===== src/rtl/fccc_lock_sequencer_pkg.sv =====
// +----------------------------------------------------------------------+
// | fccc_seq_pkg : shared types and helpers for the CCC lock sequencer   |
// | Rev 1.0                                                              |
// +----------------------------------------------------------------------+
`default_nettype none

package fccc_seq_pkg;

   typedef enum logic [2:0] {
      PLL_RESET = 3'd0,
      WAIT_LOCK = 3'd1,
      STABLE    = 3'd2,
      RELEASE   = 3'd3,
      RUN       = 3'd4,
      LOST      = 3'd5,
      FAULT     = 3'd6
   } state_e;

   function automatic int unsigned clog2(input int unsigned value);
      int unsigned result;
      int unsigned rem;
      result = 0;
      rem    = (value > 0) ? value - 1 : 0;
      while (rem != 0) begin
         result = result + 1;
         rem    = rem >> 1;
      end
      return result;
   endfunction

endpackage

`default_nettype wire


===== src/rtl/fccc_lock_sequencer_lock_sync.sv =====
// +----------------------------------------------------------------------+
// | lock_sync : two-flop synchronizer, async active-low reset to 0       |
// | Rev 1.0                                                              |
// +----------------------------------------------------------------------+
`default_nettype none

module lock_sync (
   input  logic clk_i,
   input  logic rst_ni,
   input  logic async_i,
   output logic sync_o
);

   logic meta_q;
   logic sync_q;

   always_ff @(posedge clk_i or negedge rst_ni) begin
      if (!rst_ni) begin
         meta_q <= 1'b0;
         sync_q <= 1'b0;
      end else begin
         meta_q <= async_i;
         sync_q <= meta_q;
      end
   end

   assign sync_o = sync_q;

endmodule

`default_nettype wire


===== src/rtl/fccc_lock_sequencer.sv =====
// +----------------------------------------------------------------------+
// | fccc_lock_sequencer : PLL reset / lock qualification / reset release |
// | Rev 1.0                                                              |
// +----------------------------------------------------------------------+
`default_nettype none

module fccc_lock_sequencer
   import fccc_seq_pkg::*;
#(
   parameter int unsigned PLL_RST_CYCLES = 16,
   parameter int unsigned LOCK_TIMEOUT   = 65536,
   parameter int unsigned LOCK_STABLE    = 1024,
   parameter int unsigned RELEASE_DELAY  = 64,
   parameter int unsigned GLITCH_CYCLES  = 4,
   parameter int unsigned MAX_RETRIES    = 3,
   parameter bit          AUTO_RESTART   = 1'b1,
   parameter int unsigned CNT_W          = 17,
   parameter int unsigned LOSS_W         = 8
) (
   input  logic              clk0_i,
   input  logic              arst_n_i,
   input  logic              lock_i,
   input  logic              sw_restart_i,
   output logic              pll_arst_n_o,
   output logic              pll_powerdown_n_o,
   output logic              sys_reset_n_o,
   output logic              ready_o,
   output logic              fault_o,
   output logic [LOSS_W-1:0] loss_count_o,
   output logic [2:0]        state_o
);

   localparam int unsigned RETRY_W = clog2(MAX_RETRIES + 1);

   localparam logic [CNT_W-1:0]   PLL_RST_LAST = CNT_W'(PLL_RST_CYCLES - 1);
   localparam logic [CNT_W-1:0]   TIMEOUT_LAST = CNT_W'(LOCK_TIMEOUT - 1);
   localparam logic [CNT_W-1:0]   STABLE_LAST  = CNT_W'(LOCK_STABLE - 1);
   localparam logic [CNT_W-1:0]   RELEASE_LAST = CNT_W'(RELEASE_DELAY - 1);
   localparam logic [CNT_W-1:0]   GLITCH_LAST  = CNT_W'(GLITCH_CYCLES - 1);
   localparam logic [RETRY_W-1:0] RETRY_LIMIT  = RETRY_W'(MAX_RETRIES);

   if (PLL_RST_CYCLES == 0 || LOCK_TIMEOUT == 0 || LOCK_STABLE == 0 ||
       RELEASE_DELAY == 0 || GLITCH_CYCLES == 0 || MAX_RETRIES == 0 ||
       CNT_W == 0 || LOSS_W == 0) begin : g_zero_param
      $fatal(1, "fccc_lock_sequencer: zero-valued parameter");
   end

   if ((longint'(LOCK_TIMEOUT) > (longint'(1) << CNT_W)) ||
       (longint'(LOCK_STABLE) > (longint'(1) << CNT_W))) begin : g_cnt_too_narrow
      $fatal(1, "fccc_lock_sequencer: CNT_W too narrow for cycle parameters");
   end

   logic lock_s;

   lock_sync u_lock_sync (
      .clk_i   (clk0_i),
      .rst_ni  (arst_n_i),
      .async_i (lock_i),
      .sync_o  (lock_s)
   );

   state_e              state_q, state_d;
   logic [CNT_W-1:0]    cnt_q, cnt_d;
   logic [RETRY_W-1:0]  retries_q, retries_d;
   logic [LOSS_W-1:0]   loss_q, loss_d;
   logic                pll_arst_n_q, pll_powerdown_n_q, sys_reset_n_q, ready_q, fault_q;

   always_comb begin
      state_d   = state_q;
      cnt_d     = cnt_q + 1'b1;
      retries_d = retries_q;
      loss_d    = loss_q;

      if (sw_restart_i) begin
         state_d   = PLL_RESET;
         retries_d = '0;
      end else begin
         unique case (state_q)
            PLL_RESET: if (cnt_q == PLL_RST_LAST) state_d = WAIT_LOCK;
            WAIT_LOCK: begin
               if (lock_s) begin
                  state_d = STABLE;
               end else if (cnt_q == TIMEOUT_LAST) begin
                  retries_d = retries_q + 1'b1;
                  state_d   = (retries_d == RETRY_LIMIT) ? FAULT : PLL_RESET;
               end
            end
            STABLE: begin
               if (!lock_s)                     state_d = WAIT_LOCK;
               else if (cnt_q == STABLE_LAST)   state_d = RELEASE;
            end
            RELEASE: begin
               if (!lock_s) begin
                  state_d = WAIT_LOCK;
               end else if (cnt_q == RELEASE_LAST) begin
                  state_d   = RUN;
                  retries_d = '0;
               end
            end
            RUN: begin
               // Counter doubles as the consecutive-dropout filter here.
               if (lock_s) begin
                  cnt_d = '0;
               end else if (cnt_q == GLITCH_LAST) begin
                  state_d = LOST;
                  loss_d  = (&loss_q) ? loss_q : loss_q + 1'b1;
               end
            end
            LOST:    state_d = AUTO_RESTART ? PLL_RESET : WAIT_LOCK;
            FAULT:   cnt_d   = cnt_q;
            default: state_d = PLL_RESET;
         endcase
      end

      if (sw_restart_i || (state_d != state_q)) cnt_d = '0;
   end

   always_ff @(posedge clk0_i or negedge arst_n_i) begin
      if (!arst_n_i) begin
         state_q           <= PLL_RESET;
         cnt_q             <= '0;
         retries_q         <= '0;
         loss_q            <= '0;
         pll_arst_n_q      <= 1'b0;
         pll_powerdown_n_q <= 1'b1;
         sys_reset_n_q     <= 1'b0;
         ready_q           <= 1'b0;
         fault_q           <= 1'b0;
      end else begin
         state_q           <= state_d;
         cnt_q             <= cnt_d;
         retries_q         <= retries_d;
         loss_q            <= loss_d;
         pll_arst_n_q      <= (state_d != PLL_RESET);
         pll_powerdown_n_q <= (state_d != FAULT);
         sys_reset_n_q     <= (state_d == RUN);
         ready_q           <= (state_d == RUN);
         fault_q           <= (state_d == FAULT);
      end
   end

   assign pll_arst_n_o      = pll_arst_n_q;
   assign pll_powerdown_n_o = pll_powerdown_n_q;
   assign sys_reset_n_o     = sys_reset_n_q;
   assign ready_o           = ready_q;
   assign fault_o           = fault_q;
   assign loss_count_o      = loss_q;
   assign state_o           = state_q;

endmodule

`default_nettype wire


===== config.mk =====
export PLATFORM = sky130hd
export DESIGN_NAME = fccc_lock_sequencer
export DESIGN_NICKNAME = d
export VERILOG_FILES = /design/src/rtl/fccc_lock_sequencer_pkg.sv /design/src/rtl/fccc_lock_sequencer_lock_sync.sv /design/src/rtl/fccc_lock_sequencer.sv
export SDC_FILE = /design/constraint.sdc
export NUM_CORES = 1
export LEC_CHECK = 0
export ABC_AREA = 1
export CORE_MARGIN = 3
export CORE_UTILIZATION = 55
export CTS_BUF_LIST = sky130_fd_sc_hd__clkbuf_8
export CTS_CLUSTER_DIAMETER = 80
export DETAILED_ROUTE_END_ITERATION = 10
export PLACE_DENSITY = 0.77
export SETUP_SLACK_MARGIN = 0.5
export SYNTH_ARGS = -nofsm -noshare
export SYNTH_HDL_FRONTEND = slang
export SYNTH_SLANG_ARGS = --single-unit

===== constraint.sdc =====
create_clock -name clk0_i -period 6.8 [get_ports clk0_i]
set_clock_uncertainty 0.1 [all_clocks]
set_input_delay 1.7 -clock clk0_i [delete_from_list [all_inputs] [get_ports clk0_i]]
set_output_delay 1.7 -clock clk0_i [all_outputs]
set_load 0.03 [all_outputs]

==> metrics.md <==
| Metric | Value |
|---|---|
| Routed vias/inst | `5.27` |
| WP data required | `5.00 ns` |
| Clock Sinks | `36` |
| Worst Setup End Kind | `primary output` |
| Final instance area | `2440 µm²` |
| Hold-fix buffers at CTS | `0` |
| Number of core rows | `21` |
| First-pass GRT wire length | `7.34 mm` |
| Slew headroom | `48.2%` |
| CP Max Fanout | `8` |
| Hold WS | `0.256 ns` |
| Max VDD drop | `0.117 mV` |
| Fmax | `299 MHz` |
| Post-CTS setup buffers | `0` |
| Total CTS buffers | `5` |
| Max Cap Viol | `0` |
| Cell Area, Synth | `2120 µm²` |
| Cell count after synthesis | `276` |
| Die width | `68.1 µm` |
| Yosys warnings | `0` |
| Multi-input logic area | `1030 µm²` |
| Fill cells | `322` |
| Initial Utilization | `60.2%` |
| Total Wirelength | `4.29 mm` |
| # setup viols final | `0` |
| Reg2reg path depth | `18` |
| RR Endpoint | `cnt_q[4]` |
| Crit path buffers/inverters | `1` |
| GRT Residual Overflow | `0` |
| Hold/Removal Path Class | `reg -> reg` |
| Slowest cell on crit path | `clkdlybuf4s50_1` |
| Reg-to-Reg Start | `cnt_q[0]` |
| Die Ht | `68.1 µm` |
| All-Layer GR Usage | `21.4%` |
| Clock slew at reported path FFs | `0.07 ns` |
| CTS tree | `built` |
| P per Cell Area | `165 nW/µm²` |
| Crit path launch | `state_o[0]` |
| Critical path class | `reg -> out` |
| Clock Tree Root | `clkbuf_8` |
| Cells along the critical path | `clkdlybuf4s50_1` |
| Inst Count DP | `338` |
| Worst-Margin Slew | `0.776 ns` |
| Number of diodes | `0` |
| P&R area growth vs syn | `15.1%` |
| DRT antenna net count | `0` |
| Wire per inst | `12.4 µm` |
| Number of global-route vias before repair | `1720` |
| RSZ-0062 raised after global routing | `false` |
| DRC violations left | `0` |
| CTS max path bufs | `2` |
| Via count | `1825` |
| Most frequent cells in the layout | `nand2_1 (52), inv_1 (40), nor2_1 (35), dfrtp_1 (35), nand3_1 (29)` |
| CP Data Arrival Time | `1.55 ns` |
| Layout cell share with drive strength beyond 1 | `13.0%` |
| Htree depth | `2` |
| Setup TNS | `0 ns` |
| Largest stage delay, worst path | `0.74 ns` |
| #FFs+latches synth | `36` |
| Final Non-Filler Cells | `346` |
| Port Buf Inserts | `19` |
| First drt pass iteration count | `4` |
| Crit start category | `register` |
| Final hold viol count | `0` |
| Yosys cell types | `30` |
| Run status | `complete, no violations` |
| Floorplan core area | `3520 µm²` |
| Total Power | `0.000402 W` |
| Largest net degree at the start of global routing | `37` |
| Clock Latency Late Sink | `0.29 ns` |
| CP Capture Point | `state_o[0]` |
| Syn Area/Cell | `7.67 µm²` |
| DR iter-0 viols | `115` |
| Post-Syn Nets | `285` |
| Final GP Congestion | `0.907` |
| I/O pins | `20` |
| Layout Nets | `308` |
| Post-CTS Resized | `0` |
| Most common cell after layout, fill and taps aside | `nand2_1` |
| Sequential area share after synthesis | `42.6%` |
| Final Cycle Share | `49.3%` |
| Post-DP Area | `2340 µm²` |
| Die ar. | `4630 µm²` |
| Initial antenna violation count | `0` |
| DP Wirelength | `3.10 mm` |
| CP top delay family | `buffers and inverters` |
| Critical path depth | `1` |
| R2R setup slack | `4.04 ns` |
| Final critical path time including I/O delays and setup | `3.35 ns` |
| Reg area | `902 µm²` |
| Slew Limit Fails | `0` |
| Pleak | `1.20 nW` |
## worst min-delay path by stage
| stage | startpoint | to | slack, ns | cells after the start |
|---|---|---|---|---|
| 6_report | u_lock_sync.meta_q | u_lock_sync.sync_o | 0.26 | 0 |
| 5_1_grt | u_lock_sync.meta_q | u_lock_sync.sync_o | 0.27 | 0 |
| 4_1_cts | u_lock_sync.meta_q | u_lock_sync.sync_o | 0.26 | 0 |
| 3_5_place_dp | u_lock_sync.meta_q | u_lock_sync.sync_o | 0.24 | 0 |
| 3_3_place_gp | u_lock_sync.meta_q | u_lock_sync.sync_o | 0.23 | 0 |
| 2_1_floorplan | u_lock_sync.meta_q | u_lock_sync.sync_o | 0.23 | 0 |
## stage by stage
step	worst slack [ns]	utilization (%)
2_1_floorplan	4.13	-
3_3_place_gp	3.56	66.4
3_5_place_dp	3.50	66.4
4_1_cts	3.44	69.3
5_1_grt	3.39	69.3
6_report	3.45	69.3
## layer usage
metal	vias to the layer above	global-route usage, %	part of all wire [%]
met1	847	27.9	47
met3	7	6.24	4.7
met2	43	33.2	47
li1	928	-	-
met4	0	8.68	1.4
met5	-	0	0
## kinds of logic (layout without fill, tap and decap cells)
| logic type | Yosys count | in the layout | synth area share [%] |
|---|---|---|---|
| and+or+nand+nor | 160 | 160 | 37.2 |
| adders and majority gates | 5 | 5 | 2.95 |
| xor gates and xnor gates | 6 | 6 | 2.48 |
| buffers and inverters | 46 | 70 | 8.68 |
| DFF | 36 | 36 | 42.6 |
| AOI/OAI and AO/OA | 23 | 23 | 6.14 |
## flip-flops by register name, indices dropped and copies added (netlist names)
register	flops
retries_q	2
u_lock_sync.sync_o	1
cnt_q	17
pll_powerdown_n_o	1
u_lock_sync.meta_q	1
fault_o	1
pll_arst_n_o	1
ready_o	1
loss_count_o	8
state_o	3
## where the power goes
group	total (W)	internal, W	leakage (nW)	switching, W
clock	0.000162	0.0000908	0.0557	0.0000713
sequential	0.000220	0.000218	0.490	0.00000251
combinational	0.0000194	0.00000635	0.656	0.0000131
total	0.000402	0.000315	1.20	0.0000868
## layout make-up
cell class / instances / share of cell area, %
multi-input combinational: 194 / 42.3
tap: 46 / 2.36
clock buffer: 7 / 3.95
timing repair buffer: 19 / 7.59
sequential: 36 / 37.0
clock inverter: 1 / 0.154
inverter: 43 / 6.62
## synth_stat cells (all sizes together)
library cell   n  area (µm²)
dfstp          1        26.3
buf            2        18.8
o22ai          2        12.5
nand4          8        50.1
nand3b         1        7.51
a21oi          6        30.0
nand2         55         214
o21ai         10        50.1
o21bai         2        15.0
ha             5        62.6
or2            1        6.26
clkbuf         1        3.75
nor2          54         270
nor3           9        56.3
a22oi          1        7.51
xor2           4        35.0
xnor2          2        17.5
dfrtp         35         876
o32ai          1        8.76
nand3         32         183
a31oi          1        6.26
inv           43         161
Power figures use the tool's default switching activity.
